--- src/rtl/trap_pkg.sv ---
// Shared types and constants for the trap sequencer: FSM states, interrupt cause codes
// and a helper that builds the 64-bit cause word.
package trap_pkg;

    typedef enum logic [2:0] {
        ST_IDLE,
        ST_DRAIN,
        ST_COMMIT,
        ST_WAIT_VEC,
        ST_REDIRECT
    } trap_state_e;

    localparam logic [5:0] IRQ_EXT = 6'd11;
    localparam logic [5:0] IRQ_SW  = 6'd3;
    localparam logic [5:0] IRQ_TMR = 6'd7;

    localparam int IRQ_FLAG_BIT = 63;

    function automatic logic [63:0] make_cause(input logic is_irq, input logic [5:0] code);
        logic [63:0] c;
        c               = '0;
        c[IRQ_FLAG_BIT] = is_irq;
        c[5:0]          = code;
        return c;
    endfunction

endpackage

--- src/rtl/trap_prio_enc.sv ---
// Picks the highest-priority enabled interrupt: external > software > timer.
module trap_prio_enc
    import trap_pkg::*;
(
    input  logic [2:0] irq_pending_i,
    input  logic       global_ie_i,
    output logic       valid_o,
    output logic [5:0] code_o
);

    always_comb begin
        valid_o = global_ie_i && (|irq_pending_i);
        code_o  = IRQ_TMR;
        if (irq_pending_i[2]) begin
            code_o = IRQ_EXT;
        end else if (irq_pending_i[1]) begin
            code_o = IRQ_SW;
        end
    end

endmodule

--- src/rtl/trap_ctrl.sv ---
// Trap sequencer: takes an exception or interrupt, drains the pipeline, pulses the CSR
// commit, captures the returned vector and issues a one-cycle fetch redirect.
module trap_ctrl
    import trap_pkg::*;
#(
    parameter logic [1:0] TRAP_PRIV = 2'b11,
    parameter int         DRAIN_MAX = 16
) (
    input  logic        clk_i,
    input  logic        rst_i,
    input  logic        exc_valid_i,
    input  logic [5:0]  exc_code_i,
    input  logic [63:0] exc_pc_i,
    input  logic [2:0]  irq_pending_i,
    input  logic        global_ie_i,
    input  logic [63:0] retire_pc_i,
    input  logic [1:0]  cur_priv_i,
    input  logic        pipe_empty_i,
    input  logic [63:0] vec_in_i,
    output logic        flush_o,
    output logic        cs_o,
    output logic [63:0] cause_o,
    output logic [3:0]  privilege_o,
    output logic [63:0] npc_o,
    output logic        redirect_valid_o,
    output logic [63:0] redirect_pc_o,
    output logic        busy_o,
    output logic        drain_timeout_o
);

    localparam int CNT_W = (DRAIN_MAX > 2) ? $clog2(DRAIN_MAX) : 1;
    localparam logic [CNT_W-1:0] CNT_LAST = CNT_W'(DRAIN_MAX - 1);

    trap_state_e  state_q;
    logic [CNT_W-1:0] cnt_q;
    logic         flush_q, cs_q, redir_valid_q, busy_q, timeout_q;
    logic [63:0]  cause_q, npc_q, redir_pc_q;
    logic [3:0]   priv_q;

    logic         irq_valid;
    logic [5:0]   irq_code;
    logic         drain_done_d;

    trap_prio_enc u_prio (
        .irq_pending_i (irq_pending_i),
        .global_ie_i   (global_ie_i),
        .valid_o       (irq_valid),
        .code_o        (irq_code)
    );

    assign drain_done_d = pipe_empty_i || (cnt_q == CNT_LAST);

    always_ff @(posedge clk_i or posedge rst_i) begin
        if (rst_i) begin
            state_q       <= ST_IDLE;
            cnt_q         <= '0;
            flush_q       <= 1'b0;
            cs_q          <= 1'b0;
            redir_valid_q <= 1'b0;
            busy_q        <= 1'b0;
            timeout_q     <= 1'b0;
            cause_q       <= '0;
            npc_q         <= '0;
            redir_pc_q    <= '0;
            priv_q        <= '0;
        end else begin
            cs_q          <= 1'b0;
            redir_valid_q <= 1'b0;
            case (state_q)
                ST_IDLE: begin
                    // exception wins over any interrupt sampled in the same cycle
                    if (exc_valid_i || irq_valid) begin
                        cause_q <= exc_valid_i ? make_cause(1'b0, exc_code_i)
                                               : make_cause(1'b1, irq_code);
                        npc_q   <= exc_valid_i ? exc_pc_i : retire_pc_i;
                        priv_q  <= {TRAP_PRIV, cur_priv_i};
                        cnt_q   <= '0;
                        flush_q <= 1'b1;
                        busy_q  <= 1'b1;
                        state_q <= ST_DRAIN;
                    end
                end
                ST_DRAIN: begin
                    cnt_q <= cnt_q + CNT_W'(1);
                    if (drain_done_d) begin
                        cs_q    <= 1'b1;
                        state_q <= ST_COMMIT;
                        if (!pipe_empty_i) begin
                            timeout_q <= 1'b1;
                        end
                    end
                end
                ST_COMMIT: begin
                    state_q <= ST_WAIT_VEC;
                end
                ST_WAIT_VEC: begin
                    redir_pc_q    <= vec_in_i;
                    redir_valid_q <= 1'b1;
                    state_q       <= ST_REDIRECT;
                end
                ST_REDIRECT: begin
                    flush_q <= 1'b0;
                    busy_q  <= 1'b0;
                    state_q <= ST_IDLE;
                end
                default: begin
                    flush_q <= 1'b0;
                    busy_q  <= 1'b0;
                    state_q <= ST_IDLE;
                end
            endcase
        end
    end

    assign flush_o          = flush_q;
    assign cs_o             = cs_q;
    assign cause_o          = cause_q;
    assign privilege_o      = priv_q;
    assign npc_o            = npc_q;
    assign redirect_valid_o = redir_valid_q;
    assign redirect_pc_o    = redir_pc_q;
    assign busy_o           = busy_q;
    assign drain_timeout_o  = timeout_q;

endmodule

--- config.mk ---
export PLATFORM = sky130hd
export DESIGN_NAME = trap_ctrl
export DESIGN_NICKNAME = d
export VERILOG_FILES = /design/src/rtl/trap_pkg.sv /design/src/rtl/trap_prio_enc.sv /design/src/rtl/trap_ctrl.sv
export SDC_FILE = /design/constraint.sdc
export NUM_CORES = 1
export LEC_CHECK = 0
export ABC_AREA = 1
export CAP_MARGIN = 25
export CORE_AREA = 5 5 157 159
export DETAILED_ROUTE_END_ITERATION = 10
export DIE_AREA = 0 0 162 164
export HOLD_SLACK_MARGIN = 0.02
export PLACE_DENSITY = 0.66
export SLEW_MARGIN = 20
export SYNTH_ARGS = -nofsm -noshare
export SYNTH_HDL_FRONTEND = slang
export SYNTH_HIERARCHICAL = 1
export SYNTH_SLANG_ARGS = --single-unit
--- constraint.sdc ---
create_clock -name clk_i -period 13.64 [get_ports clk_i]
set_input_delay 2.728 -clock clk_i [delete_from_list [all_inputs] [get_ports clk_i]]
set_output_delay 2.728 -clock clk_i [all_outputs]
set_load 0.005 [all_outputs]
# After elaboration in Yosys (flattened, before gate mapping)
# Cells that the tools add are included.
# totals
wordCells	45
romBits	0
ram_bits	0
out_inout_bits	201
latchBits	0
reg_bits	206
mem_count	0
in_bits	208
# op_classes
mux	14
n_shift	0
div	0
n_addsub	1
order_cmp	0
n_reduce_logical	12
n_mul	0
bitwise_logic	2
n_eq_ne	6
# ops
cell	count
$mux W64	2
$pmux W3 S4	1
$mux W3	3
$pmux W4 S2	1
$reduce_and A2 Y1	4
$eq A3 B2 Y1 const B	2
$mux W6	1
$reduce_or A3 Y1	2
$add A4 B1 Y4 const B	1
$eq A4 B4 Y1 const B	1
$mux W1	4
$mux W4	1
$ne A2 B2 Y1 const B	2
$eq A3 B1 Y1 const B	1
$logic_not A3 Y1	1
$reduce_and A3 Y1	1
$logic_or A1 B1 Y1	2
$not A1 Y1	2
$pmux W1 S2	1
$reduce_bool A2 Y1	1
$logic_and A1 B1 Y1	1

# Longest topological paths before layout
# depth
depth_word	5
ltp_mapped	9

# Cells and area by module
# The synthesis kept the hierarchy.
# by_module_without_submodules
mod	seq_area_each_um2	instances	area_each_um2	cells_each
trap_ctrl	3728.6	1	6932.9	791
trap_prio_enc	0.0	1	67.6	11

# Worst setup path after synthesis
# Ideal clock, no wire load.
# synth_timing
path_kind	input-to-reg
from	input port irq_pending_i[0]
to	register npc_q[49] (netlist: npc_o[49])
t_arrival_ns	3.511
setup_slack_ns	9.994
path_stages	9
cell_sequence	inv_1 -> a21oi_2 -> inv_1 -> nand2_4 -> nand3_4 -> buf_8 -> buf_6 -> nand2_1 -> o21ai_0
# synth_between
elab_chain_len	4
# synth_rtl
item	line_no	rtl
start, declared	trap_ctrl.sv:14	input logic [2:0] irq_pending_i,
$reduce_or A3 Y1	trap_prio_enc.sv:12	valid_o = global_ie_i && (|irq_pending_i);
$logic_and A1 B1 Y1	trap_prio_enc.sv:12	
via irq_valid	trap_ctrl.sv:40	logic irq_valid;
$logic_or A1 B1 Y1	trap_ctrl.sv:72	if (exc_valid_i || irq_valid) begin
$reduce_and A2 Y1 (no line)	--	
end signal, assigned	trap_ctrl.sv:75	npc_q <= exc_valid_i ? exc_pc_i : retire_pc_i;
end, declared	trap_ctrl.sv:37	logic [63:0] cause_q, npc_q, redir_pc_q;
# The timed path passes the listed nets, and every way through them passes these cells.
# A chain may end at the register's enable or synchronous reset.

# Worst setup path in the final report
# layout_timing
from	input port exc_valid_i
to	register npc_q[49] (netlist: npc_o[49])
# layout_between
elab_chain_len	2
word_cells_on_any_way	3
# layout_rtl
item	line_no	rtl
start, declared	trap_ctrl.sv:11	input logic exc_valid_i,
$logic_or A1 B1 Y1	trap_ctrl.sv:72	
$reduce_and A2 Y1 (no line)	--	
# Several ways; a longest one is shown, not always the timed one.

==> results.toml <==
[status]
status = "complete, no violations"

[logic_synthesis]
seq_area_frac_synth = 0.5326
postSynthAreaPerCell_um2 = 8.729
ys_ff_latch = 149
ys_types = 26
synthCells = 802
yosys_warnings = 6
async_flop_share = 1.000
ys.flop_type = "dfrtp_1"
yosys.cell_count.top_type = "nand2_1"
synth_top_area_frac = 0.5326
synth-edff-count = 0
synth_common_cells = "283 x nand2_1, 149 x dfrtp_1, 78 x o21ai_0"
yosys.area.top_type = "dfrtp_1"
synth_area_um2 = 7000
yosys-top-cells-area = "dfrtp_1 53%, nand2_1 15%, buf_4 7.2%, or2_2 6.4%, o21ai_0 5.6%"

[timing]
setup_ws_ns = 8.971
slew_viol_final = 0
relSlewSlack = 0.4844
finClkSkew_ns = 0.01194
timing_hold_violations_final = 0
setup_viol = 0
tns_ns = 0
fmaxAchievable_ghz = 0.2142
post-route-min-period_ns = 4.669
finalCritPeriodShare = 0.3423
rsz0062_at_grt = "no"
worstMarginPinSlew_ns = 0.7734

[floorplan]
die_height_um = 164
dieArea_um2 = 26570
row_count = 56
pin_count = 409
die_width_um = 162
initial_core_util = 0.3028
coreArea_um2 = 23120

[global_route]
grt_pass1_wl_um = 34820
grt_pass1_vias = 6091
overflow = 0
grt_max_degree = 119
antenna_found_initial = 1
grtUsageTotal = 0.1684

[routing]
drc_errors = 0
postRouteAntennaNets = 0
via_count = 6102
wl_per_cell_um = 16.25
drt_iter0_drc = 351
drt_wl_total_um = 23220
via_per_inst = 4.270
first_pass_iters = 4

[power_and_ir_drop]
peakVddDrop_uv = 71.40
power_density_nw_per_um2 = 202.1
p_leak_nw = 5.004

[finish]
regArea_um2 = 3729
multi_input_area_um2 = 2640
final_util = 0.4736
fin_cells = 1429
drive_above_1_share = 0.1054
nFillCells = 2220
areaGrowthSynthToFinish_pct = 56.44
nets = 1334

[place]
place_ws_ns = 7.948
routabilityCongestion = 0.8131
hpwl_um = 17230
io_buffers = 351
dpl.cell_count = 1396

[clock_tree]
cts_tree = "yes"
hold_buffers = 0
cts.sinks = 149
ctsResizeCount = 0
clockBufferDepth = 2
cts_inserted_buffers = 17
clockRootBuffer = "clkbuf_16"
cts.clk_slew.worst_paths_ns = 0.06
cts_setup_buffers = 0
insertion_delay_ns = 0.42
htreeDepth = 4

[worst_setup_path]
critPathLaunch = "exc_valid_i"
critical_path.cell_chain = "buf_4 -> inv_4 -> nand2_4 -> nand3_4 -> buf_6 -> o21ai_0"
rr_startpoint = "state_q[0]"
worst-path-buf-inv = 3
path_max_fanout = 118
required_ns = 13.90
crit_path_top_delay_cell = "buf_6"
critical_path_class = "in2reg"
cpLargestDelayFamily = "buffers and inverters"
crit_arrival_ns = 4.93
cpPeakStageDelay_ns = 0.65
end_kind = "register"
start_kind = "primary input"

[run]
maxCapViolCount = 0

[min_path]
hold_path_startpoint = "redirect_pc_o[46]"
hold_path.class = "reg2reg"
[layer usage]
metal  wire length (um)  global-route usage  vias up
met5                  0                   0        -
met4                543             0.06190        0
met3               1105             0.03438       31
met2              12270              0.2957      175
met1               9298              0.2052     2845
li1                   -                   -     3051
[state kept, by name (all words and copies together) (netlist names)]
register and cells:
privilege_o 3, cnt_q 4, busy_o 1, state_q 3
cause_o 7, drain_timeout_o 1, cs_o 1, npc_o 64
redirect_pc_o 64, redirect_valid_o 1
[layout make-up]
type	count	share of cell area
well taps	290	0.03313
repair buffers	355	0.3251
multi-input cells	584	0.2411
flip-flops and latches	149	0.3405
clock inverters	13	0.01360
diodes	1	0.0002285
clock buffers	19	0.03953
inverters	18	0.006855
[stage by stage]
stage / instance area (um2) / hold WS [ns] / power (mW)
after floorplan: 7218 / 0.4678 / 1.211
after global placement: 10340 / 0.4612 / 1.740
after detailed placement: 10360 / 0.4637 / 1.765
after CTS: 10940 / 0.4818 / 2.253
after global routing: 10950 / 0.4945 / 2.385
final: 10950 / 0.4752 / 2.213
[placed cells by master (no fill, tap or decap), drive strengths merged]
cell type,n
conb,61
inv,22
ha,1
diode,1
nor2,7
o21ai,145
clkdlybuf4s50,350
or2,72
o211ai,1
clkbuf,19
clkinvlp,3
buf,5
dfrtp,149
a21oi,1
nand3,11
o21bai,1
nand2,284
clkinv,4
bufinv,2
[path summary, 6_finish.rpt]
kind | to | slack [ns] | cells after the start
worst max-delay path | npc_o[49] | 8.97 | 6
worst min-delay path | redirect_pc_o[46] | 0.48 | 2
worst max register to register | redirect_pc_o[33] | 11.50 | 6
worst min register to register | redirect_pc_o[46] | 0.48 | 2
max in group asynchronous | redirect_pc_o[24] | 9.66 | 3
min in group asynchronous | redirect_pc_o[58] | 2.78 | 2
[tightest hold or removal path, stage by stage (launching register included)]
cell and delay, ns:
dfrtp_1 0.34, nand2_1 0.05, nand2_1 0.05
[power breakdown]
| part | switching, mW | leakage (nW) | total (mW) | internal (mW) |
|---|---|---|---|---|
| sequential | 0.119 | 1.83 | 0.778 | 0.660 |
| clock | 0.199 | 0.275 | 0.471 | 0.273 |
| combinational | 0.425 | 2.90 | 0.964 | 0.539 |
[cell families (layout without fill, tap and decap cells)]
group,count (synthesis),count (layout),synth area share
AO/OA/AOI/OAI,148,148,0.1087
adder cells (fa/ha/maj),1,1,0.001787
buffers and inverters,127,405,0.1221
flip-flops,149,149,0.5326
other,3,62,0.001608
AND/OR/NAND/NOR,374,374,0.2332
Power figures use the tool's default switching activity.
